File: src/rtl/fetch_pkg.sv
// -----------------------------------------------------------------------------
// fetch_pkg
// Shared types and constants for the instruction prefetch buffer.
//   INSTRUCTION_WIDTH / ADDRESS_WIDTH : datapath widths
//   NOP                               : value held by a slot before its word lands
//   fetch_slot_t                      : one queue slot {pc, word, filled}
//   EMPTY_SLOT                        : reset / cleared slot contents
//   word_align()                      : forces an address onto a word boundary
// -----------------------------------------------------------------------------
package fetch_pkg;

    localparam int INSTRUCTION_WIDTH = 32;
    localparam int ADDRESS_WIDTH     = 32;

    localparam logic [INSTRUCTION_WIDTH-1:0] NOP = 32'h0000_0000;

    typedef struct packed {
        logic [ADDRESS_WIDTH-1:0]     pc;
        logic [INSTRUCTION_WIDTH-1:0] word;
        logic                         filled;
    } fetch_slot_t;

    localparam fetch_slot_t EMPTY_SLOT = '{pc: 32'h0000_0000, word: NOP, filled: 1'b0};

    // Instruction fetches are word granular; the two byte-offset bits are dropped.
    function automatic logic [ADDRESS_WIDTH-1:0] word_align(input logic [ADDRESS_WIDTH-1:0] addr);
        return {addr[ADDRESS_WIDTH-1:2], 2'b00};
    endfunction

endpackage

File: src/rtl/fetch_slot_queue.sv
// -----------------------------------------------------------------------------
// fetch_slot_queue
// Circular queue of DEPTH fetch slots. A slot is allocated (pc known, word
// pending) when a memory request is accepted, filled in allocation order as
// responses return, and popped from the head once filled.
//   clk_i, rst_ni   : clock, asynchronous active-low reset
//   alloc_i/_pc_i   : allocate the slot at the alloc pointer with this pc
//   fill_i/_word_i  : write the word into the slot at the fill pointer
//   pop_i           : release the head slot (ignored unless the head is filled)
//   flush_i         : free every slot; has priority over all other operations
//   head_valid_o    : head slot is allocated and filled
//   head_pc_o/word_o: contents of the head slot
//   count_o         : number of allocated slots
//   unfilled_o      : number of allocated slots still waiting for their word
// -----------------------------------------------------------------------------
module fetch_slot_queue
    import fetch_pkg::*;
#(
    parameter int DEPTH = 4,
    localparam int PW   = $clog2(DEPTH),
    localparam int CW   = PW + 1
) (
    input  logic                         clk_i,
    input  logic                         rst_ni,
    input  logic                         alloc_i,
    input  logic [ADDRESS_WIDTH-1:0]     alloc_pc_i,
    input  logic                         fill_i,
    input  logic [INSTRUCTION_WIDTH-1:0] fill_word_i,
    input  logic                         pop_i,
    input  logic                         flush_i,
    output logic                         head_valid_o,
    output logic [ADDRESS_WIDTH-1:0]     head_pc_o,
    output logic [INSTRUCTION_WIDTH-1:0] head_word_o,
    output logic [CW-1:0]                count_o,
    output logic [CW-1:0]                unfilled_o
);

    localparam logic [PW-1:0] PTR_STEP  = PW'(1'b1);
    localparam logic [PW-1:0] PTR_ZERO  = {PW{1'b0}};
    localparam logic [CW-1:0] CNT_ZERO  = {CW{1'b0}};
    localparam logic [CW-1:0] CNT_FULL  = CW'(DEPTH);

    fetch_slot_t   slots_q [DEPTH];
    fetch_slot_t   slots_d [DEPTH];
    logic [PW-1:0] head_q, head_d;
    logic [PW-1:0] alloc_q, alloc_d;
    logic [PW-1:0] fill_q, fill_d;
    logic [CW-1:0] count_q, count_d;
    logic [CW-1:0] unfilled_q, unfilled_d;

    logic          head_valid_s;
    logic          pop_s;
    logic          fill_s;
    logic          alloc_s;

    assign head_valid_s = (count_q != CNT_ZERO) && slots_q[head_q].filled;

    // Guard each operation so a misbehaving neighbour cannot corrupt the pointers.
    assign pop_s   = pop_i && head_valid_s;
    assign fill_s  = fill_i && (unfilled_q != CNT_ZERO);
    assign alloc_s = alloc_i && (count_q != CNT_FULL);

    // Next-state for slot contents, pointers and occupancy counters.
    always_comb begin
        slots_d    = slots_q;
        head_d     = head_q;
        alloc_d    = alloc_q;
        fill_d     = fill_q;
        count_d    = count_q;
        unfilled_d = unfilled_q;
        if (flush_i) begin
            head_d     = PTR_ZERO;
            alloc_d    = PTR_ZERO;
            fill_d     = PTR_ZERO;
            count_d    = CNT_ZERO;
            unfilled_d = CNT_ZERO;
            for (int i = 0; i < DEPTH; i++) begin
                slots_d[i].filled = 1'b0;
            end
        end else begin
            if (alloc_s) begin
                slots_d[alloc_q] = '{pc: alloc_pc_i, word: NOP, filled: 1'b0};
                alloc_d          = alloc_q + PTR_STEP;
            end else begin
                alloc_d = alloc_q;
            end
            // The fill slot was allocated on an earlier cycle, so it never
            // collides with the slot being allocated now.
            if (fill_s) begin
                slots_d[fill_q].word   = fill_word_i;
                slots_d[fill_q].filled = 1'b1;
                fill_d                 = fill_q + PTR_STEP;
            end else begin
                fill_d = fill_q;
            end
            if (pop_s) begin
                head_d = head_q + PTR_STEP;
            end else begin
                head_d = head_q;
            end
            count_d    = count_q + CW'(alloc_s) - CW'(pop_s);
            unfilled_d = unfilled_q + CW'(alloc_s) - CW'(fill_s);
        end
    end

    // Slot array and pointer registers.
    always_ff @(posedge clk_i or negedge rst_ni) begin
        if (!rst_ni) begin
            for (int i = 0; i < DEPTH; i++) begin
                slots_q[i] <= EMPTY_SLOT;
            end
            head_q     <= PTR_ZERO;
            alloc_q    <= PTR_ZERO;
            fill_q     <= PTR_ZERO;
            count_q    <= CNT_ZERO;
            unfilled_q <= CNT_ZERO;
        end else begin
            slots_q    <= slots_d;
            head_q     <= head_d;
            alloc_q    <= alloc_d;
            fill_q     <= fill_d;
            count_q    <= count_d;
            unfilled_q <= unfilled_d;
        end
    end

    assign head_valid_o = head_valid_s;
    assign head_pc_o    = slots_q[head_q].pc;
    assign head_word_o  = slots_q[head_q].word;
    assign count_o      = count_q;
    assign unfilled_o   = unfilled_q;

endmodule

File: src/rtl/instruction_prefetch_buffer_checker.sv
// -----------------------------------------------------------------------------
// instruction_prefetch_buffer_checker
// Protocol and invariant assertions for the prefetch buffer.
//   clk_i, rst_ni        : clock, asynchronous active-low reset
//   response_valid_i     : memory response strobe
//   discard_count_i      : responses still owed to flushed fetches
//   unfilled_count_i     : allocated slots awaiting their word
//   slot_count_i         : allocated slots
//   request_address_i    : current fetch address
// -----------------------------------------------------------------------------
module instruction_prefetch_buffer_checker #(
    parameter int DEPTH = 4,
    parameter int CW    = 3
) (
    input logic          clk_i,
    input logic          rst_ni,
    input logic          response_valid_i,
    input logic [CW-1:0] discard_count_i,
    input logic [CW-1:0] unfilled_count_i,
    input logic [CW-1:0] slot_count_i,
    input logic [31:0]   request_address_i
);

    logic [CW:0] pending_s;
    logic [CW:0] used_s;

    assign pending_s = {1'b0, discard_count_i} + {1'b0, unfilled_count_i};
    assign used_s    = {1'b0, discard_count_i} + {1'b0, slot_count_i};

    // Every response must answer a fetch that is still outstanding.
    a_response_has_fetch: assert property (@(posedge clk_i) disable iff (!rst_ni)
        response_valid_i |-> (pending_s != {(CW+1){1'b0}}));

    // Credit accounting never exceeds the slot budget.
    a_used_bounded: assert property (@(posedge clk_i) disable iff (!rst_ni)
        used_s <= (CW+1)'(DEPTH));

    // Fetch addresses stay word aligned.
    a_address_aligned: assert property (@(posedge clk_i) disable iff (!rst_ni)
        request_address_i[1:0] == 2'b00);

endmodule

File: src/rtl/instruction_prefetch_buffer.sv
// -----------------------------------------------------------------------------
// instruction_prefetch_buffer
// Generates sequential word fetches to an in-order, variable-latency
// instruction memory, buffers returned words tagged with their PC, and hands
// them to the fetch stage over a valid/ready handshake. A redirect restarts
// fetch at a new PC and discards everything queued or still in flight.
//   clock, reset (async, active low)
//   memory_request_valid/address/ready : fetch request channel
//   memory_response_valid/data         : in-order response channel
//   instruction_valid/instruction/instruction_pc/instruction_ready : output
//   redirect_valid/redirect_pc         : flush and restart
// -----------------------------------------------------------------------------
module instruction_prefetch_buffer
    import fetch_pkg::*;
#(
    parameter int                       DEPTH    = 4,
    parameter logic [ADDRESS_WIDTH-1:0] RESET_PC = 32'h0000_0000
) (
    input  logic                         clock,
    input  logic                         reset,
    output logic                         memory_request_valid,
    output logic [ADDRESS_WIDTH-1:0]     memory_request_address,
    input  logic                         memory_request_ready,
    input  logic                         memory_response_valid,
    input  logic [INSTRUCTION_WIDTH-1:0] memory_response_data,
    output logic                         instruction_valid,
    output logic [INSTRUCTION_WIDTH-1:0] instruction,
    output logic [ADDRESS_WIDTH-1:0]     instruction_pc,
    input  logic                         instruction_ready,
    input  logic                         redirect_valid,
    input  logic [ADDRESS_WIDTH-1:0]     redirect_pc
);

    localparam int PW = $clog2(DEPTH);
    localparam int CW = PW + 1;
    localparam int UW = CW + 1;

    localparam logic [CW-1:0] CNT_ZERO = {CW{1'b0}};
    localparam logic [CW-1:0] CNT_ONE  = CW'(1'b1);

    logic [ADDRESS_WIDTH-1:0]     fetch_pc_q, fetch_pc_d;
    logic [CW-1:0]                discard_q, discard_d;
    logic                         fetch_en_q;

    logic [CW-1:0]                slot_count_s;
    logic [CW-1:0]                unfilled_s;
    logic                         head_valid_s;
    logic [ADDRESS_WIDTH-1:0]     head_pc_s;
    logic [INSTRUCTION_WIDTH-1:0] head_word_s;
    logic [UW-1:0]                used_s;
    logic                         credit_s;
    logic                         req_valid_s;
    logic                         accept_s;
    logic                         drop_s;
    logic                         fill_s;
    logic                         pop_s;

    // Flushed fetches keep consuming credit until their responses come back,
    // so the queue can never be overrun by stale data.
    assign used_s   = UW'(slot_count_s) + UW'(discard_q);
    assign credit_s = used_s < UW'(DEPTH);

    // fetch_en_q holds requests off while reset is asserted.
    assign req_valid_s = fetch_en_q && credit_s && !redirect_valid;
    assign accept_s    = req_valid_s && memory_request_ready;
    assign drop_s      = memory_response_valid && (discard_q != CNT_ZERO);
    assign fill_s      = memory_response_valid && (discard_q == CNT_ZERO) && !redirect_valid;
    assign pop_s       = head_valid_s && instruction_ready && !redirect_valid;

    // Next fetch PC and discard count; redirect overrides everything.
    always_comb begin
        fetch_pc_d = fetch_pc_q;
        discard_d  = discard_q;
        if (redirect_valid) begin
            fetch_pc_d = word_align(redirect_pc);
            // Every fetch still waiting for a word becomes a discard; the
            // response landing this cycle settles one of them immediately.
            discard_d  = discard_q + unfilled_s - CW'(memory_response_valid);
        end else begin
            if (accept_s) begin
                fetch_pc_d = fetch_pc_q + 32'd4;
            end else begin
                fetch_pc_d = fetch_pc_q;
            end
            if (drop_s) begin
                discard_d = discard_q - CNT_ONE;
            end else begin
                discard_d = discard_q;
            end
        end
    end

    // Fetch PC, discard count and fetch-enable registers.
    always_ff @(posedge clock or negedge reset) begin
        if (!reset) begin
            fetch_pc_q <= RESET_PC;
            discard_q  <= CNT_ZERO;
            fetch_en_q <= 1'b0;
        end else begin
            fetch_pc_q <= fetch_pc_d;
            discard_q  <= discard_d;
            fetch_en_q <= 1'b1;
        end
    end

    fetch_slot_queue #(
        .DEPTH (DEPTH)
    ) u_slot_queue (
        .clk_i        (clock),
        .rst_ni       (reset),
        .alloc_i      (accept_s),
        .alloc_pc_i   (fetch_pc_q),
        .fill_i       (fill_s),
        .fill_word_i  (memory_response_data),
        .pop_i        (pop_s),
        .flush_i      (redirect_valid),
        .head_valid_o (head_valid_s),
        .head_pc_o    (head_pc_s),
        .head_word_o  (head_word_s),
        .count_o      (slot_count_s),
        .unfilled_o   (unfilled_s)
    );

    instruction_prefetch_buffer_checker #(
        .DEPTH (DEPTH),
        .CW    (CW)
    ) u_checker (
        .clk_i             (clock),
        .rst_ni            (reset),
        .response_valid_i  (memory_response_valid),
        .discard_count_i   (discard_q),
        .unfilled_count_i  (unfilled_s),
        .slot_count_i      (slot_count_s),
        .request_address_i (fetch_pc_q)
    );

    assign memory_request_valid   = req_valid_s;
    assign memory_request_address = fetch_pc_q;
    assign instruction_valid      = head_valid_s;
    assign instruction            = head_word_s;
    assign instruction_pc         = head_pc_s;

endmodule

File: config.mk
export PLATFORM = sky130hd
export DESIGN_NAME = instruction_prefetch_buffer
export DESIGN_NICKNAME = d
export VERILOG_FILES = /design/src/rtl/fetch_pkg.sv /design/src/rtl/fetch_slot_queue.sv /design/src/rtl/instruction_prefetch_buffer_checker.sv /design/src/rtl/instruction_prefetch_buffer.sv
export SDC_FILE = /design/constraint.sdc
export NUM_CORES = 1
export LEC_CHECK = 0
export CELL_PAD_IN_SITES_DETAIL_PLACEMENT = 1
export CELL_PAD_IN_SITES_GLOBAL_PLACEMENT = 2
export CORE_MARGIN = 2
export CORE_UTILIZATION = 36
export CTS_CLUSTER_SIZE = 16
export DETAILED_ROUTE_END_ITERATION = 8
export PLACE_DENSITY = 0.8
export SLEW_MARGIN = 20
export SYNTH_ARGS = -nofsm -noshare
export SYNTH_HDL_FRONTEND = slang
export SYNTH_SLANG_ARGS = --single-unit
File: constraint.sdc
create_clock -name clock -period 3.5 [get_ports clock]
set_clock_uncertainty 0.2 [all_clocks]
set_input_delay 0.525 -clock clock [delete_from_list [all_inputs] [get_ports clock]]
set_output_delay 0.525 -clock clock [all_outputs]
set_load 0.02 [all_outputs]
==> impl_results.md <==
- Iteration-0 DRC Markers: 459
- PwrDens: 556 nW/um^2
- Die H: 201 um
- Cells after DPL: 2006
- Initial Util: 0.363
- Fin cells: 2067
- Slew Limit Headroom: 0.382
- Number of remaining DRC errors: 0
- Crit path DAT: 2.59 ns
- Drt first pass iters: 4
- DR WL/cell: 20.5 um
- Via total after detailed routing: 11.0k
- Yosys reg bits: 298
- Switching power: 2720 uW
- CTS buffer count: 36
- Vias/cell: 5.33
- Leak Pwr: 0.00778 uW
- Most frequent cells in the layout: nand2_1 (421), dfrtp_1 (296), clkdlybuf4s50_1 (159), o21ai_0 (157), nand3_1 (152)
- Share of cells above drive strength 1: 0.112
- Worst slew pin tran: 0.926 ns
- Reg clk slew, reported paths: 0.06 ns
- Largest net degree at the start of global routing: 74
- Max-cap violations: 0
- Area Overhead vs Synth: 24.0%
- VDD IR max: 0.299 mV
- Hold Violations, Final: 0
- Cells after synthesis: 1402
- Dpl hpwl: 26.4 mm
- Yosys warning count: 0
- Total track usage: 0.213
- Combinational power share: 0.199
- CTS resizes: 0
- Mapped Area: 14000 sq um
- Crit Path Max Fanout: 13
- Final Slew Violations: 0
- Flop pwr share: 0.423
- Die Area: 40400 sq um
- Synth Flop Type: dfrtp_1
- Switching share of power: 0.282
- TNS Setup: 0 ns
- Row cnt: 72
- Nature of the critical path startpoint: flip-flop
- Grt ovf: 0
- Root Buffer: clkbuf_16
- Most common library cell in the layout ignoring fill and taps: nand2_1
- Syn avg cell area: 9.96 sq um
- RSZ-0062 raised after global routing: no
- Routed WL: 42.3 mm
- Die width: 201 um
- Port Buffers: 161
- Max clock buf depth: 3
- Int Power: 6920 uW
- Core box area: 38500 sq um
- Later-pin clock latency in the skew report: 0.51 ns
- Antenna violations before repair: 0
- Seq/Total Area, Yosys: 0.534
- Ant diodes: 0
- Worst setup path category: reg -> out
- CTS H-tree lvls: 2
- Clock share of power: 0.378
- Post-synth EDFFs: 0
- Vias in the first global route: 11.9k
- First-pass GRT wire length: 68.1 mm
- Antenna-violating nets left: 0
- Status: completed
- # setup viols final: 0
- TritonCTS clock tree: built
- Final Wtd Congestion: 0.789
- Worst R2R Setup Slack: 0.60 ns
- Worst hold-check path type: reg -> reg
- CTS Sinks: 298
- Worst EP required: 2.77 ns
- CP Capture Type: output pin
- Fin crit period: 3.31 ns
- Async SR Flop Fraction: 1.00
- # IOs: 168
- Final period util: 0.946
- Filler cells: 4289
- Max Clk Rate: 302 MHz
- Fin nets: 1621
- Synth unique cells: 55
power by group through the flow:
stage          registers, uW  logic, uW  clock network [uW]
5_1_grt                 4130       2090                3890
6_report                4080       1910                3640
4_1_cts                 4080       1950                3750
2_1_floorplan           4050       1080                   0
3_3_place_gp            4120       1900                   0
3_5_place_dp            4140       1940                   0
kinds of logic (layout without fill, tap and decap cells):
logic type | after synthesis | count (layout) | share of synthesized area
fa+ha+maj | 23 | 23 | 0.0222
mux | 68 | 68 | 0.105
other cells | 2 | 5 | 0.000538
xor+xnor | 10 | 10 | 0.00627
simple gates | 653 | 653 | 0.203
flops | 298 | 298 | 0.534
compound gates | 210 | 210 | 0.0841
buf+inv | 138 | 282 | 0.0445
worst max-delay path, stage by stage, from the launching register on:
cell and delay (ns):
dfrtp_4 0.63, buf_4 0.31, mux4_2 0.56, clkdlybuf4s50_1 0.56
cell type report:
class / instances / area (sq um) / share of cell area
Clock buffer: 54 / 1060 / 0.0612
Clock inverter: 5 / 77.6 / 0.00448
Inverter: 19 / 71.3 / 0.00412
Multi-Input combinational cell: 969 / 5920 / 0.342
Sequential cell: 298 / 7460 / 0.431
Tap cell: 518 / 648 / 0.0374
Timing Repair Buffer: 204 / 2080 / 0.120
what timing repair did:
action,CTS,global route
endpoints found under the setup margin,0,4
hold buffers,1,0
endpoints found under the hold margin,49,0
buffers inserted,0,1
sequential cells by signal, indices dropped and copies added, names as in the netlist:
name,count
u_slot_queue.count_o,3
memory_request_address,30
u_slot_queue.unfilled_o,3
fetch_en_q,1
u_slot_queue.slots_q,252
u_slot_queue.fill_q,2
u_slot_queue.alloc_q,2
u_slot_queue.head_q,2
discard_q,3
path summary, 6_finish.rpt:
kind,start,end,cells past startpoint
max,u_slot_queue.head_q[1],instruction[22],3
min,u_slot_queue.slots_q[108],u_slot_queue.slots_q[108],2
max reg2reg,u_slot_queue.count_o[2],u_slot_queue.unfilled_o[2],10
min reg2reg,u_slot_queue.slots_q[108],u_slot_queue.slots_q[108],2
max in group asynchronous,reset,u_slot_queue.slots_q[138],3
min in group asynchronous,reset,u_slot_queue.slots_q[212],2
metal layers:
layer	routed length [um]	vias up	GRT usage
met5	0	-	0
met4	817	0	0.0521
met3	1910	59	0.0383
met2	20500	228	0.357
met1	19100	5665	0.288
li1	-	5064	-
per-stage QoR:
stage / cell area [sq um] / hold slack, ns / utilization / setup WS, ns / power (uW)
CTS: 17300 / 0.252 / 0.450 / 0.00971 / 9780
global route: 17300 / 0.285 / 0.450 / 0.105 / 10100
finish: 17300 / 0.269 / 0.450 / 0.188 / 9640
detailed placement: 16200 / 0.258 / 0.420 / 0.569 / 6080
global placement: 16200 / 0.252 / 0.420 / 0.584 / 6020
floorplan: 14000 / 0.0294 / - / 0.749 / 5130
cell usage after synthesis (7+ instances only):
library cell / number / area share
ha_1: 20 / 0.018
o311ai_0: 12 / 0.0075
inv_1: 18 / 0.0048
mux4_2: 63 / 0.10
o21ai_0: 157 / 0.056
o211ai_1: 9 / 0.0048
clkbuf_1: 51 / 0.014
nor2_1: 21 / 0.0056
buf_2: 55 / 0.020
nand2_1: 429 / 0.12
a21oi_1: 14 / 0.0050
nand4_1: 10 / 0.0045
xnor2_1: 7 / 0.0044
dfrtp_1: 298 / 0.53
nor2b_1: 7 / 0.0031
nand3_1: 152 / 0.054
No activity file was read; power rests on OpenSTA's default activity.
